==> src/rtl/fb_pkg.sv <==
// Shared constants, state encoding and helpers for the frame-buffer arbiter.
package fb_pkg;

    localparam int H_START  = 216;
    localparam int H_ACTIVE = 640;
    localparam int V_START  = 35;
    localparam int V_ACTIVE = 480;
    localparam int IMG_COLS = 320;
    localparam int IMG_ROWS = 240;
    localparam int AW       = 17;
    localparam int DW       = 8;
    localparam int COL_W    = 11;
    localparam int ROW_W    = 10;

    // Window bounds sized to the timing counters so compares stay width-clean
    localparam logic [COL_W-1:0] H_FIRST = COL_W'(H_START);
    localparam logic [COL_W-1:0] H_LAST  = COL_W'(H_START + H_ACTIVE - 1);
    localparam logic [ROW_W-1:0] V_FIRST = ROW_W'(V_START);
    localparam logic [ROW_W-1:0] V_LAST  = ROW_W'(V_START + V_ACTIVE - 1);

    typedef enum logic [1:0] {
        ST_IDLE = 2'd0,
        ST_DISP = 2'd1,
        ST_WR   = 2'd2
    } arb_state_t;

    // Address is {row[7:0], col[8:0]}; both fields must land inside the 320x240 image
    function automatic logic addr_valid(input logic [AW-1:0] addr);
        return (addr[8:0] < 9'(IMG_COLS)) && (addr[AW-1:9] < 8'(IMG_ROWS));
    endfunction

endpackage

==> src/rtl/fb_arbiter_if.sv <==
// Scanout, writer and memory signals seen by the frame-buffer arbiter.
interface fb_arbiter_if;
    import fb_pkg::*;

    logic [ROW_W-1:0] Filas;
    logic [COL_W-1:0] Columnas;
    logic [AW-1:0]    Disp_Addr;
    logic             Wr_Req;
    logic [AW-1:0]    Wr_Addr;
    logic [DW-1:0]    Wr_Data;
    logic             Wr_Ack;
    logic             Wr_Err;
    logic [AW-1:0]    Mem_Addr;
    logic             Mem_We;
    logic [DW-1:0]    Mem_Din;
    logic [DW-1:0]    Mem_Dout;
    logic [DW-1:0]    Pix_Data;
    logic             Pix_Valid;

    // Arbiter side
    modport slave (
        input  Filas, Columnas, Disp_Addr, Wr_Req, Wr_Addr, Wr_Data, Mem_Dout,
        output Wr_Ack, Wr_Err, Mem_Addr, Mem_We, Mem_Din, Pix_Data, Pix_Valid
    );

    // Timing generator / writer / memory side
    modport master (
        output Filas, Columnas, Disp_Addr, Wr_Req, Wr_Addr, Wr_Data, Mem_Dout,
        input  Wr_Ack, Wr_Err, Mem_Addr, Mem_We, Mem_Din, Pix_Data, Pix_Valid
    );

endinterface

==> src/rtl/fb_arbiter_disp_slot_gen.sv <==
// Decodes the timing counters into active-window and display-slot flags.
module disp_slot_gen
    import fb_pkg::*;
(
    input  logic [ROW_W-1:0] Filas,
    input  logic [COL_W-1:0] Columnas,
    output logic             in_window,
    output logic             disp_slot
);

    assign in_window = (Columnas >= H_FIRST) && (Columnas <= H_LAST) &&
                       (Filas >= V_FIRST) && (Filas <= V_LAST);

    // (Columnas - H_START) is even exactly when Columnas and H_START share parity
    assign disp_slot = in_window && (Columnas[0] == H_FIRST[0]);

endmodule

==> src/rtl/fb_arbiter.sv <==
// Frame-buffer arbiter: scanout reads win every other active cycle,
// the writer gets the remaining slots, pixels leave through a 3-edge pipeline.
module fb_arbiter
    import fb_pkg::*;
(
    input  logic        Clk,
    input  logic        Rst,
    fb_arbiter_if.slave bus
);

    logic          in_window;
    logic          disp_slot;
    logic          wr_valid;
    arb_state_t    state;

    logic [AW-1:0] mem_addr_q;
    logic [DW-1:0] mem_din_q;
    logic          mem_we_q;
    logic          wr_ack_q;
    logic          wr_err_q;

    logic          win_d1;
    logic          win_d2;
    logic          disp_d2;
    logic [DW-1:0] pix_data_q;
    logic          pix_valid_q;

    disp_slot_gen u_slot (
        .Filas     (bus.Filas),
        .Columnas  (bus.Columnas),
        .in_window (in_window),
        .disp_slot (disp_slot)
    );

    assign wr_valid = addr_valid(bus.Wr_Addr);

    // Slot arbitration: display slots always win, a write is taken only when
    // the previous cycle did not already acknowledge one.
    always_ff @(posedge Clk or posedge Rst) begin
        if (Rst) begin
            state      <= ST_IDLE;
            mem_addr_q <= '0;
            mem_din_q  <= '0;
            mem_we_q   <= 1'b0;
            wr_ack_q   <= 1'b0;
            wr_err_q   <= 1'b0;
        end else if (disp_slot) begin
            state      <= ST_DISP;
            mem_addr_q <= bus.Disp_Addr;
            mem_we_q   <= 1'b0;
            wr_ack_q   <= 1'b0;
            wr_err_q   <= 1'b0;
        end else if (bus.Wr_Req && !wr_ack_q) begin
            state      <= ST_WR;
            mem_addr_q <= bus.Wr_Addr;
            mem_din_q  <= bus.Wr_Data;
            mem_we_q   <= wr_valid;
            wr_ack_q   <= 1'b1;
            wr_err_q   <= !wr_valid;
        end else begin
            state      <= ST_IDLE;
            mem_we_q   <= 1'b0;
            wr_ack_q   <= 1'b0;
            wr_err_q   <= 1'b0;
        end
    end

    // Scanout pipeline: decision -> memory read -> output register. Pix_Data
    // only reloads after a display read, so each memory pixel spans two columns.
    always_ff @(posedge Clk or posedge Rst) begin
        if (Rst) begin
            win_d1      <= 1'b0;
            win_d2      <= 1'b0;
            disp_d2     <= 1'b0;
            pix_data_q  <= '0;
            pix_valid_q <= 1'b0;
        end else begin
            win_d1      <= in_window;
            win_d2      <= win_d1;
            disp_d2     <= (state == ST_DISP);
            pix_valid_q <= win_d2;
            if (disp_d2) begin
                pix_data_q <= bus.Mem_Dout;
            end else if (!win_d2) begin
                pix_data_q <= '0;
            end
        end
    end

    assign bus.Mem_Addr  = mem_addr_q;
    assign bus.Mem_Din   = mem_din_q;
    assign bus.Mem_We    = mem_we_q;
    assign bus.Wr_Ack    = wr_ack_q;
    assign bus.Wr_Err    = wr_err_q;
    assign bus.Pix_Data  = pix_data_q;
    assign bus.Pix_Valid = pix_valid_q;

endmodule

==> src/flat_wrapper.sv <==
// flat-port wrapper written by rule: the top's interface ports become plain ports
module fb_arbiter_flat import fb_pkg::*;
  (Clk, Rst, bus_Filas, bus_Columnas, bus_Disp_Addr, bus_Wr_Req, bus_Wr_Addr, bus_Wr_Data, bus_Mem_Dout, bus_Wr_Ack, bus_Wr_Err, bus_Mem_Addr, bus_Mem_We, bus_Mem_Din, bus_Pix_Data, bus_Pix_Valid);
  fb_arbiter_if bus_i ();
  input  logic Clk;
  input  logic Rst;
  input wire logic [$bits(bus_i.Filas)-1:0] bus_Filas;
  input wire logic [$bits(bus_i.Columnas)-1:0] bus_Columnas;
  input wire logic [$bits(bus_i.Disp_Addr)-1:0] bus_Disp_Addr;
  input wire logic [$bits(bus_i.Wr_Req)-1:0] bus_Wr_Req;
  input wire logic [$bits(bus_i.Wr_Addr)-1:0] bus_Wr_Addr;
  input wire logic [$bits(bus_i.Wr_Data)-1:0] bus_Wr_Data;
  input wire logic [$bits(bus_i.Mem_Dout)-1:0] bus_Mem_Dout;
  output wire logic [$bits(bus_i.Wr_Ack)-1:0] bus_Wr_Ack;
  output wire logic [$bits(bus_i.Wr_Err)-1:0] bus_Wr_Err;
  output wire logic [$bits(bus_i.Mem_Addr)-1:0] bus_Mem_Addr;
  output wire logic [$bits(bus_i.Mem_We)-1:0] bus_Mem_We;
  output wire logic [$bits(bus_i.Mem_Din)-1:0] bus_Mem_Din;
  output wire logic [$bits(bus_i.Pix_Data)-1:0] bus_Pix_Data;
  output wire logic [$bits(bus_i.Pix_Valid)-1:0] bus_Pix_Valid;
  assign bus_i.Filas = bus_Filas;
  assign bus_i.Columnas = bus_Columnas;
  assign bus_i.Disp_Addr = bus_Disp_Addr;
  assign bus_i.Wr_Req = bus_Wr_Req;
  assign bus_i.Wr_Addr = bus_Wr_Addr;
  assign bus_i.Wr_Data = bus_Wr_Data;
  assign bus_i.Mem_Dout = bus_Mem_Dout;
  assign bus_Wr_Ack = bus_i.Wr_Ack;
  assign bus_Wr_Err = bus_i.Wr_Err;
  assign bus_Mem_Addr = bus_i.Mem_Addr;
  assign bus_Mem_We = bus_i.Mem_We;
  assign bus_Mem_Din = bus_i.Mem_Din;
  assign bus_Pix_Data = bus_i.Pix_Data;
  assign bus_Pix_Valid = bus_i.Pix_Valid;
  fb_arbiter u_core (.Clk(Clk), .Rst(Rst), .bus(bus_i));
endmodule
==> config.mk <==
export PLATFORM = sky130hd
export DESIGN_NAME = fb_arbiter_flat
export DESIGN_NICKNAME = d
export VERILOG_FILES = /design/src/rtl/fb_pkg.sv /design/src/rtl/fb_arbiter_if.sv /design/src/rtl/fb_arbiter_disp_slot_gen.sv /design/src/rtl/fb_arbiter.sv /design/src/flat_wrapper.sv
export SDC_FILE = /design/constraint.sdc
export NUM_CORES = 1
export LEC_CHECK = 0
export ABC_AREA = 1
export CORE_MARGIN = 2
export CORE_UTILIZATION = 35
export CTS_CLUSTER_SIZE = 30
export DETAILED_ROUTE_END_ITERATION = 7
export GPL_TIMING_DRIVEN = 0
export HOLD_SLACK_MARGIN = 0.03
export PLACE_DENSITY = 0.75
export SYNTH_ARGS = -nofsm -noshare
export SYNTH_HDL_FRONTEND = slang
export SYNTH_SLANG_ARGS = --single-unit
==> constraint.sdc <==
create_clock -name Clk -period 1.35 [get_ports Clk]
set_input_delay 0.405 -clock Clk [delete_from_list [all_inputs] [get_ports Clk]]
set_output_delay 0.405 -clock Clk [all_outputs]
set_load 0.01 [all_outputs]
# Word level (Yosys, flattened, before mapping)
# Index checks and enable logic that the tools add are counted.
[totals] ff_bits=42 latchBits=0 romBits=0 input_bits=74 ram_bits=0 out_inout_bits=37 n_memories=0 word_cells=43
[classes] shifts=0 add_sub_neg=0 n_reduce_logical=10 bitwise=2 muxes=12 n_mul=0 n_eq_ne=2 n_lt_le_gt_ge=6 div=0
[op_table] operator="two-way mux 17 bit" count=2
[op_table] operator="two-way mux 8 bit" count=2
[op_table] operator="greater-or-equal comparator 11 x 8 -> 1 bit, second input constant" count=1
[op_table] operator="less-or-equal comparator 11 x 10 -> 1 bit, second input constant" count=1
[op_table] operator="greater-or-equal comparator 10 x 6 -> 1 bit, second input constant" count=1
[op_table] operator="less-or-equal comparator 10 bit, second input constant" count=1
[op_table] operator="< comparator 9 bit, second input constant" count=1
[op_table] operator="< comparator 8 bit, second input constant" count=1
[op_table] operator="logical AND 1 bit" count=6
[op_table] operator="two-way mux 1 bit" count=6
[op_table] operator="two-way mux 2 bit" count=2
[op_table] operator="equality test 2 x 1 -> 1 bit, second input constant" count=1
[op_table] operator="zero test 1 bit" count=2
[op_table] operator="inequality test 2 bit, second input constant" count=1
[op_table] operator="inverter 1 bit" count=2
[op_table] operator="AND reduction 2 bit" count=1
[op_table] operator="nonzero test 2 bit" count=1

# Logic depth before layout (Yosys ltp)
# Gate-level depths: netlist of the first run.
[depth] word_depth=7 depth_mapped=11 ltp_nobuf=11

# Cells and area by module
# Synthesis of the first run repeated with hierarchy kept, for this count alone.
[hier_totals] hier_cells=257 area_unflattened_um2=1963.1
[by_module_without_submodules] mod="fb_arbiter" area_each_um2=1828.0 instances=1 seq_area_each_um2=1026.0 cells_per_inst=223
[by_module_without_submodules] mod="disp_slot_gen" area_each_um2=135.1 instances=1 seq_area_each_um2=0.0 cells_per_inst=34

# Worst setup path before layout of the first run
# OpenSTA, ideal clock, no wires.
[synth_timing] path_kind="input to register" start="input port bus_Filas[2]" end="register u_core.mem_addr_q[10], in the netlist u_core.bus.Mem_Addr[10]" stages=9 setup_slack_ps=-108 arrival_ps=1333 path_buffers=1 setup_time_ps=125 t_required_ps=1225 path_cell_list="nor2_2 nand3_2 nor2_2 nor2_2 nor2_8 nand3_4 buf_6 nand3_1 nand3_1"
[synth_via] elab_chain_cells=5 word_cells_on_any_way=7 classes_between="order compare: 2; mux: 1; reduce/logical: 4"
[synth_rtl] item="start: declaration" line="flat_wrapper.sv:7" source="input wire logic [$bits(bus_i.Filas)-1:0] bus_Filas;"
[synth_rtl] item="greater-or-equal comparator 10 x 6 -> 1 bit" line="fb_arbiter_disp_slot_gen.sv:12" source="(Filas >= V_FIRST) && (Filas <= V_LAST);"
[synth_rtl] item="logical AND 1 bit" line="fb_arbiter_disp_slot_gen.sv:11" source="assign in_window = (Columnas >= H_FIRST) && (Columnas <= H_LAST) &&"
[synth_rtl] item="logical AND 1 bit *" line="fb_arbiter_disp_slot_gen.sv:12"
[synth_rtl] item="logical AND 1 bit *" line="fb_arbiter_disp_slot_gen.sv:15" source="assign disp_slot = in_window && (Columnas[0] == H_FIRST[0]);"
[synth_rtl] item="two-way mux 17 bit or nonzero test 2 bit (tied branches)"
[synth_rtl] item="end signal: assignment" line="fb_arbiter.sv:49" source="mem_addr_q <= bus.Disp_Addr;"
[synth_rtl] item="end signal: assignment" line="fb_arbiter.sv:55" source="mem_addr_q <= bus.Wr_Addr;"
[synth_rtl] item="end: declaration" line="fb_arbiter.sv:16" source="logic [AW-1:0] mem_addr_q;"
# Mark *: on every way between the ends. The rest lies on a longest branch, timed or not.
# A chain may end at the register's enable or synchronous reset.

# Worst setup path after layout of the first run
[layout_timing] start="input port bus_Filas[2]" end="register u_core.mem_we_q, in the netlist u_core.bus.Mem_We"
[layout_via] elab_chain_cells=5 word_cells_on_any_way=6 classes_between="order compare: 2; mux: 1; reduce/logical: 3"
[layout_rtl] item="greater-or-equal comparator 10 x 6 -> 1 bit" line="fb_arbiter_disp_slot_gen.sv:12"
[layout_rtl] item="logical AND 1 bit" line="fb_arbiter_disp_slot_gen.sv:11"
[layout_rtl] item="logical AND 1 bit *" line="fb_arbiter_disp_slot_gen.sv:12"
[layout_rtl] item="logical AND 1 bit *" line="fb_arbiter_disp_slot_gen.sv:15"
[layout_rtl] item="two-way mux 1 bit *" line="fb_arbiter.sv:47" source="end else if (disp_slot) begin"
[layout_rtl] item="end signal: assignment" line="fb_arbiter.sv:57" source="mem_we_q <= wr_valid;"
[layout_rtl] item="end: declaration" line="fb_arbiter.sv:18" source="logic mem_we_q;"
# Marks and branches as above.

==> reports/qor.txt, run 1 <==
Outcome - finished, violations left
Failing checks - setup timing
Synthesized flop and latch total - 41
Synthesized instance count - 219
Clock Latency Late Sink - 300 ps
WL/cell - 17.2 µm
Synth area leader - dfrtp_1
Post-route ant nets - 0
Register area - 1030 µm²
Yosys cell types - 22
Reg clk slew, reported paths - 80 ps
First-pass GRT wire length - 11.2 mm
Max Cap Viol - 0
Layout cells sized above 1 - 53.7%
Met2 Use GR - 41.8%
Slew @ Worst Pin - 920 ps
Max frequency - 685 MHz
Gr usage total - 23.0%
Critical Path Fanout Max - 7
Met3 usage - 6.52%
N_diodes - 0
DRC - 0
Crit path launch type - input pin
Crit-path slowest cell - buf_12
Final core utilization - 72.4%
R2r endpoint - u_core.bus.Mem_Din[5]$_DFFE_PP0P_
R2R cell count - 7
Synth Cell Area - 2030 µm²
Drt total wl - 7.75 mm
Worst hold slack - 380 ps
Area growth from synthesis to layout - 97.8%
CP required - 1550 ps
Port Buffer Count - 108
Fillers - 421
CP max stage delay - 180 ps
Final WS setup - -111 ps
Worst EP arrival - 1660 ps
Fin. Hold Viols - 0
Hold WC Path Type - register to register
Vias - 2279
Leakage Power - 0.00194 µW
RePlAce Congestion - 0.757
Vias per inst - 5.06
Sequential-to-total area share from yosys stat - 50.6%
Htree depth - 2
CTS tree - yes
Worst r2r src - u_core.state[1]$_DFF_PP0_
Num CTS Buffers - 5
Dpl hpwl - 4.18 mm
Fin crit period - 1460 ps
Rel. slew slack - 38.5%
Crit. End Element - register
WS Path Type - input pin to register
Layout Nets - 451
Initial Util - 36.6%
Largest net degree at the start of global routing - 42
Ranking of synthesized cells by area - dfrtp_1, nand3_1, nand3_2
Initial antenna violation count - 0
Most used cell, CP - nor2_4
Setup_tns - -1520 ps
Rows - 27
DIE AREA - 6420 µm²
Post-Place Setup Slack - -756 ps
Clock skew - 8.35 ps
I/O Pins - 111
Max Buffers Root-to-Sink - 2
Worst Setup SP - bus_Filas[2]
1st-pass router iterations - 4
Met1 Usage GRT - 26.3%
Reg-to-reg slack, setup - 40 ps
Area of the multi-input gates - 1230 µm²
Clock Root Buffer - clkbuf_8
Vias in the first global route - 2279
Unrepaired setup endpoints after global routing - true
Maximum VDD drop - 0.000470 V
DRT iter0 DRCs - 59
Finish-stage setup viols - 27
Remaining Overflow, GRT - 0
Final Slew Violations - 0
Synth top area share - 50.6%
CP endpoint - u_core.bus.Mem_We$_DFF_PP0_
Syn nets - 293
Core footprint - 5540 µm²
Chip width - 80.1 µm
Power Dens Cells - 936 nW/µm²
Cell chain of the critical path - buf_6, nor2_4, nand3_4, nor2_4, nor2_4, nor2_8, nand3_4, buf_12, buf_8, nand2_8, inv_4, nand2_2, inv_2
Period Utilization, post-route - 108%
Hold Buf Count CTS - 0
Total power - 3760 µW
Gr busiest metal - met2
Syn Area/Cell - 9.27 µm²
CTS sink count - 41
Synth warn - 0
Die Span Y - 80.1 µm
==> metal layers <==
layer / routed length (µm) / up-vias
li1: - / 1066
met1: 3030 / 1108
met2: 4130 / 93
met3: 477 / 12
met4: 119 / 0
met5: 0 / -
==> state kept, by name (all words and copies together) (netlist names) <==
register              flops
u_core.win_d1             1
u_core.bus.Mem_Din        8
u_core.bus.Pix_Data       8
u_core.bus.Wr_Err         1
u_core.win_d2             1
u_core.bus.Pix_Valid      1
u_core.bus.Mem_We         1
u_core.disp_d2            1
u_core.bus.Mem_Addr      17
u_core.state              2
==> where the power goes <==
group          switching [µW]  internal [µW]  leakage [µW]
clock                     446            604     0.0000585
combinational             592            655       0.00136
sequential               90.1           1370      0.000524
total                    1130           2630       0.00194
==> final cells by class <==
type,instances,area share (%)
Timing Repair Buffer,150,32.8
Inverter,19,2.06
Clock inverter,1,0.748
Clock buffer,7,2.15
Tap cell,72,2.24
Multi-Input combinational cell,148,30.6
Buffer,12,3.77
Sequential cell,41,25.6
==> through the flow <==
stage | instances | area (µm²)
2_1_floorplan | 219 | 2110
3_3_place_gp | 399 | 3280
3_5_place_dp | 399 | 3280
4_1_cts | 440 | 3910
5_1_grt | 450 | 4010
6_report | 450 | 4010
==> what timing repair did <==
| action | 4_1_cts | 5_1_grt |
|---|---|---|
| gates resized for setup | 185 | 89 |
| pin swaps | 39 | 23 |
| endpoints found under the setup margin | 67 | 63 |
| setup buffers | 28 | 12 |
| cloned | 6 | 0 |
==> Yosys cell counts, drive strengths merged <==
cell type	count
nor2	10
dfrtp	41
nand3	71
a41oi	1
a21oi	2
nand4	17
o21ai	1
clkbuf	4
nand2	44
buf	8
inv	19
nor4	1
==> critical path, delay by kind of cell <==
kind | cells | cell delay, ps
simple gates | 8 | 760
buf+inv | 5 | 480
==> how the worst min path moves through the flow <==
stage                                        from                        endpoint  slack (ps)  cells past startpoint
final                     u_core.win_d1$_DFF_PP0_         u_core.win_d2$_DFF_PP0_         380                      0
after global routing      u_core.win_d2$_DFF_PP0_  u_core.bus.Pix_Valid$_DFF_PP0_         390                      0
after CTS                 u_core.win_d2$_DFF_PP0_  u_core.bus.Pix_Valid$_DFF_PP0_         370                      0
after detailed placement  u_core.win_d1$_DFF_PP0_         u_core.win_d2$_DFF_PP0_         360                      0
after global placement    u_core.win_d1$_DFF_PP0_         u_core.win_d2$_DFF_PP0_         340                      0
after floorplan           u_core.win_d1$_DFF_PP0_         u_core.win_d2$_DFF_PP0_         330                      0
==> cell usage in the layout (no fill, tap or decap) <==
master and instances:
clkbuf_8 6, clkdlybuf4s15_2 2, clkinvlp_4 1, inv_2 9, nor2_8 1, buf_8 5
nand2_4 1, nor2_4 6, nor2_1 3, nand2_1 26, buf_12 4, inv_1 7
nand2_8 2, nor4_1 1, o21ai_1 1, buf_2 10, buf_4 28, clkbuf_2 31
a21oi_4 2, buf_1 1, clkdlybuf4s50_1 53, buf_16 3, clkdlybuf4s15_1 6, nand3_1 14
a41oi_2 1, clkbuf_1 2, bufinv_16 1, nand4_1 17, nand3_4 10, inv_4 1
dlygate4sd2_1 3, buf_6 15, nand2_2 16, clkinv_4 1, dfrtp_1 41, nand3_2 47
==> kinds of logic after synthesis <==
group	count (synthesis)	share of synthesized area (%)
AOI/OAI and AO/OA	4	1.54
and+or+nand+nor	143	40.5
DFF	41	50.6
buffers and inverters	31	7.40
No activity file was read; power rests on OpenSTA's default activity.
==> run 2: changes to the inputs <==
--- a/config.mk
+++ b/config.mk
@@ -7,12 +7,12 @@
 export LEC_CHECK = 0
 export ABC_AREA = 1
 export CORE_MARGIN = 2
-export CORE_UTILIZATION = 35
+export CORE_UTILIZATION = 39
 export CTS_CLUSTER_SIZE = 30
 export DETAILED_ROUTE_END_ITERATION = 7
 export GPL_TIMING_DRIVEN = 0
 export HOLD_SLACK_MARGIN = 0.03
-export PLACE_DENSITY = 0.75
+export PLACE_DENSITY = 0.8
 export SYNTH_ARGS = -nofsm -noshare
 export SYNTH_HDL_FRONTEND = slang
 export SYNTH_SLANG_ARGS = --single-unit
==> constraint.sdc (replaced) <==
create_clock -name Clk -period 1.6 [get_ports Clk]
set_input_delay 0.48 -clock Clk [delete_from_list [all_inputs] [get_ports Clk]]
set_output_delay 0.48 -clock Clk [all_outputs]
set_load 0.01 [all_outputs]
==> reports/qor.txt, run 2 (synthesized netlist as in run 1, its figures left out) <==
Outcome - finished clean
Final core utilization - 70.9%
Clock skew - 11.9 ps
Max frequency - 632 MHz
Remaining Overflow, GRT - 0
Chip width - 76.1 µm
1st-pass router iterations - 4
DRC - 0
Max FFs per register - 17
Worst EP arrival - 1750 ps
Final WS setup - 17.5 ps
Commonest non-fill, non-tap cells in the layout - clkdlybuf4s50_1, dlygate4sd2_1, dfrtp_1, nand2_1, nand3_1
Placed Area - 3200 µm²
Worst r2r src - u_core.state[1]$_DFF_PP0_
Gr usage total - 20.9%
DIE AREA - 5800 µm²
Finish-stage setup viols - 0
DRT iter0 DRCs - 60
Drt total wl - 6.13 mm
Final instance area - 3600 µm²
First-pass GRT wire length - 9.96 mm
RePlAce Congestion - 0.744
Post-Place Setup Slack - -592 ps
Max Cap Viol - 0
CP endpoint - u_core.bus.Mem_Addr[16]$_DFFE_PP0P_
Slew @ Worst Pin - 859 ps
Total power - 2720 µW
Vias per inst - 4.99
Fin. Hold Viols - 0
Layout cells sized above 1 - 28.3%
Leakage Power - 0.00178 µW
Reg-to-reg slack, setup - 360 ps
Hold Buf Count CTS - 0
R2r endpoint - u_core.bus.Mem_Addr[16]$_DFFE_PP0P_
Placed Cells - 397
Critical Path Fanout Max - 5
Port Buffer Count - 108
Commonest non-fill, non-tap cell in the layout - clkdlybuf4s50_1
I/O Pins - 111
CP max stage delay - 250 ps
Hold WC Path Type - register to register
Cell chain of the critical path - dlygate4sd2_1, inv_2, nand3_4, nor2_4, nor2_4, nor2_8, nand3_4, buf_12, buf_8, nand3_1, nand3_1
Htree depth - 2
Post-route ant nets - 0
Crit-path slowest cell - dlygate4sd2_1
Reg clk slew, reported paths - 90 ps
Worst Setup SP - bus_Filas[4]
Clock Root Buffer - clkbuf_8
Vias - 2110
Dpl hpwl - 4.11 mm
Num CTS Buffers - 5
Core footprint - 5070 µm²
Initial Util - 40.0%
Final Slew Violations - 0
Crit path launch type - input pin
N_diodes - 0
R2R cell count - 5
Area growth from synthesis to layout - 77.2%
Crit. End Element - register
Power Dens Cells - 758 nW/µm²
Maximum VDD drop - 0.000433 V
Layout Nets - 427
Clock Latency Late Sink - 290 ps
Vias in the first global route - 2207
Period Utilization, post-route - 98.9%
CP required - 1770 ps
WL/cell - 14.5 µm
Cell Count, Final, Fillers Out - 423
Fin crit period - 1580 ps
Largest net degree at the start of global routing - 42
CTS tree - yes
Max Buffers Root-to-Sink - 2
Die Span Y - 76.1 µm
Rows - 26
Rel. slew slack - 42.7%
CTS sink count - 41
Initial antenna violation count - 0
WS Path Type - input pin to register
run 2: how the worst min path moves through the flow:
stage,depth (start not counted),startpoint,endpoint
after CTS,0,u_core.win_d1$_DFF_PP0_,u_core.win_d2$_DFF_PP0_
final,0,u_core.win_d1$_DFF_PP0_,u_core.win_d2$_DFF_PP0_
after detailed placement,0,u_core.win_d1$_DFF_PP0_,u_core.win_d2$_DFF_PP0_
after global placement,0,u_core.win_d1$_DFF_PP0_,u_core.win_d2$_DFF_PP0_
after floorplan,0,u_core.win_d1$_DFF_PP0_,u_core.win_d2$_DFF_PP0_
after global routing,0,u_core.win_d1$_DFF_PP0_,u_core.win_d2$_DFF_PP0_
run 2: critical path, delay by kind of cell:
family	cells	cell delay, ps
buf+inv	4	610
simple gates	7	650
run 2: layout make-up:
| cell class | count | area, µm² |
|---|---|---|
| flip-flops and latches | 41 | 1030 |
| clock inverters | 1 | 7.51 |
| clock buffers | 6 | 82.6 |
| fillers | 387 | 1480 |
| well taps | 70 | 87.6 |
| plain buffers | 12 | 93.8 |
| multi-input cells | 147 | 1010 |
| inverters | 19 | 71.3 |
| repair buffers | 127 | 1220 |
run 2: where the power goes:
| part | switching [µW] | internal [µW] | leakage [µW] |
|---|---|---|---|
| Clock | 351 | 341 | 0.0000433 |
| Combinational | 383 | 421 | 0.00121 |
| Sequential | 73.6 | 1150 | 0.000524 |
| Total | 807 | 1920 | 0.00178 |
run 2: metal layers:
| metal | part of all wire (%) | GRT usage [%] | wire length (µm) |
|---|---|---|---|
| met2 | 52 | 38.0 | 3190 |
| met1 | 41 | 24.5 | 2530 |
| met4 | 1.1 | 6.18 | 67 |
| met5 | 0 | 0 | 0 |
| met3 | 5.6 | 4.86 | 343 |
run 2: what timing repair did:
item | 4_1_cts | 5_1_grt
pin swaps | 23 | 24
setup buffers | 13 | 3
gates cloned | 2 | 1
gates resized for setup | 84 | 37
setup endpoints to repair | 66 | 23
run 2: stage by stage:
| step | hold slack [ps] | TNS, ps |
|---|---|---|
| floorplan | 331 | 0 |
| global placement | 336 | -44390 |
| detailed placement | 335 | -16640 |
| CTS | 352 | 0 |
| global route | 357 | -84.7 |
| finish | 351 | 0 |
==> run 3: changes to the inputs <==
--- a/config.mk
+++ b/config.mk
@@ -13,6 +13,7 @@
 export GPL_TIMING_DRIVEN = 0
 export HOLD_SLACK_MARGIN = 0.03
 export PLACE_DENSITY = 0.8
+export RECOVER_POWER = 50
 export SYNTH_ARGS = -nofsm -noshare
 export SYNTH_HDL_FRONTEND = slang
 export SYNTH_SLANG_ARGS = --single-unit
==> reports/qor.txt, run 3 (synthesized netlist as in run 1, its figures left out) <==
Outcome - finished clean
CP required - 1770 ps
First-pass GRT wire length - 9.96 mm
Core footprint - 5070 µm²
Num CTS Buffers - 5
Post-route ant nets - 0
Crit-path slowest cell - dlygate4sd2_1
1st-pass router iterations - 4
Max frequency - 632 MHz
Max Cap Viol - 0
DIE AREA - 5800 µm²
Vias - 2110
CP max stage delay - 250 ps
Hold WC Path Type - register to register
Port Buffer Count - 108
Drt total wl - 6.13 mm
Vias per inst - 4.99
Remaining Overflow, GRT - 0
Layout cells sized above 1 - 28.3%
Worst Setup SP - bus_Filas[4]
Total power - 2720 µW
Period Utilization, post-route - 98.9%
Area growth from synthesis to layout - 77.2%
Initial antenna violation count - 0
Reg clk slew, reported paths - 90 ps
Clock skew - 11.9 ps
Delay-heaviest family, CP - simple AND/OR/NAND/NOR gates
Leakage Power - 0.00178 µW
Crit. End Element - register
I/O Pins - 111
Clock Root Buffer - clkbuf_8
Largest net degree at the start of global routing - 42
Final WS setup - 17.5 ps
Gr usage total - 20.9%
Power Dens Cells - 757 nW/µm²
Clock Latency Late Sink - 290 ps
RePlAce Congestion - 0.744
Crit path launch type - input pin
Worst EP arrival - 1750 ps
Final core utilization - 70.9%
Cell chain of the critical path - dlygate4sd2_1, inv_2, nand3_4, nor2_4, nor2_4, nor2_8, nand3_4, buf_12, buf_8, nand3_1, nand3_1
Hold Buf Count CTS - 0
Die Span Y - 76.1 µm
Reg-to-reg slack, setup - 360 ps
WS Path Type - input pin to register
Final Slew Violations - 0
Finish-stage setup viols - 0
Cell Count, Final, Fillers Out - 423
Critical Path Fanout Max - 5
N_diodes - 0
Final instance area - 3600 µm²
Chip width - 76.1 µm
Vias in the first global route - 2207
Initial Util - 40.0%
Post-Place Setup Slack - -592 ps
Commonest non-fill, non-tap cells in the layout - clkdlybuf4s50_1, dlygate4sd2_1, dfrtp_1, nand2_1, nand3_1
Slew @ Worst Pin - 859 ps
Layout Nets - 427
Buffers and inverters on the worst path - 4
Rel. slew slack - 42.7%
Placed Area - 3200 µm²
WL/cell - 14.5 µm
DRC - 0
Dpl hpwl - 4.11 mm
R2r endpoint - u_core.bus.Mem_Addr[16]$_DFFE_PP0P_
Htree depth - 2
DRT iter0 DRCs - 60
CTS sink count - 41
Fin. Hold Viols - 0
Placed Cells - 397
Fin crit period - 1580 ps
Maximum VDD drop - 0.000433 V
Rows - 26
Commonest non-fill, non-tap cell in the layout - clkdlybuf4s50_1
R2R cell count - 5
Max Buffers Root-to-Sink - 2
CP endpoint - u_core.bus.Mem_Addr[16]$_DFFE_PP0P_
Max FFs per register - 17
CTS tree - yes
Critical Path Stages - 11
Worst r2r src - u_core.state[1]$_DFF_PP0_
[run 3: changes by cell type in the layout (fill, tap and decap cells not counted), sizes merged]
cell,before,now
dlygate4sd3,0,1
clkdlybuf4s50,53,52
[run 3: routing by layer]
metal	GRT usage [%]	share of wire, %	wire, µm	vias up
met5	0	0	0	-
met4	6.18	1.1	67	0
met3	4.86	5.6	343	6
met2	38.0	52	3190	85
met1	24.5	41	2530	1001
li1	-	-	-	1018
[run 3: worst min path at each step]
stage,cells past startpoint,slack [ps],from,end
finish,0,350,u_core.win_d1$_DFF_PP0_,u_core.win_d2$_DFF_PP0_
global route,0,360,u_core.win_d1$_DFF_PP0_,u_core.win_d2$_DFF_PP0_
CTS,0,350,u_core.win_d1$_DFF_PP0_,u_core.win_d2$_DFF_PP0_
detailed placement,0,330,u_core.win_d1$_DFF_PP0_,u_core.win_d2$_DFF_PP0_
global placement,0,340,u_core.win_d1$_DFF_PP0_,u_core.win_d2$_DFF_PP0_
floorplan,0,330,u_core.win_d1$_DFF_PP0_,u_core.win_d2$_DFF_PP0_
[run 3: what timing repair did]
item | in CTS | in global routing
gates cloned | 2 | 1
endpoints found under the hold margin | 0 | 0
buffers inserted | 13 | 3
resized for setup | 84 | 37
setup endpoints to repair | 66 | 23
pin swaps | 23 | 24
[run 3: final cells by class]
| class | count | area, µm² |
|---|---|---|
| buffer | 12 | 93.8 |
| clock buffer | 6 | 82.6 |
| clock inverter | 1 | 7.51 |
| fill | 387 | 1480 |
| inverter | 19 | 71.3 |
| multi-input combinational | 147 | 1010 |
| sequential | 41 | 1030 |
| tap | 70 | 87.6 |
| timing repair buffer | 127 | 1220 |
[run 3: where the power goes]
part	switching (µW)	internal (µW)
Combinational	383	421
Sequential	73.6	1150
Clock	351	341
[run 3: per-stage QoR]
stage	setup TNS [ps]	hold WS (ps)
6_report	0	351
5_1_grt	-84.7	357
4_1_cts	0	352
3_5_place_dp	-16640	335
3_3_place_gp	-44390	336
2_1_floorplan	0	331
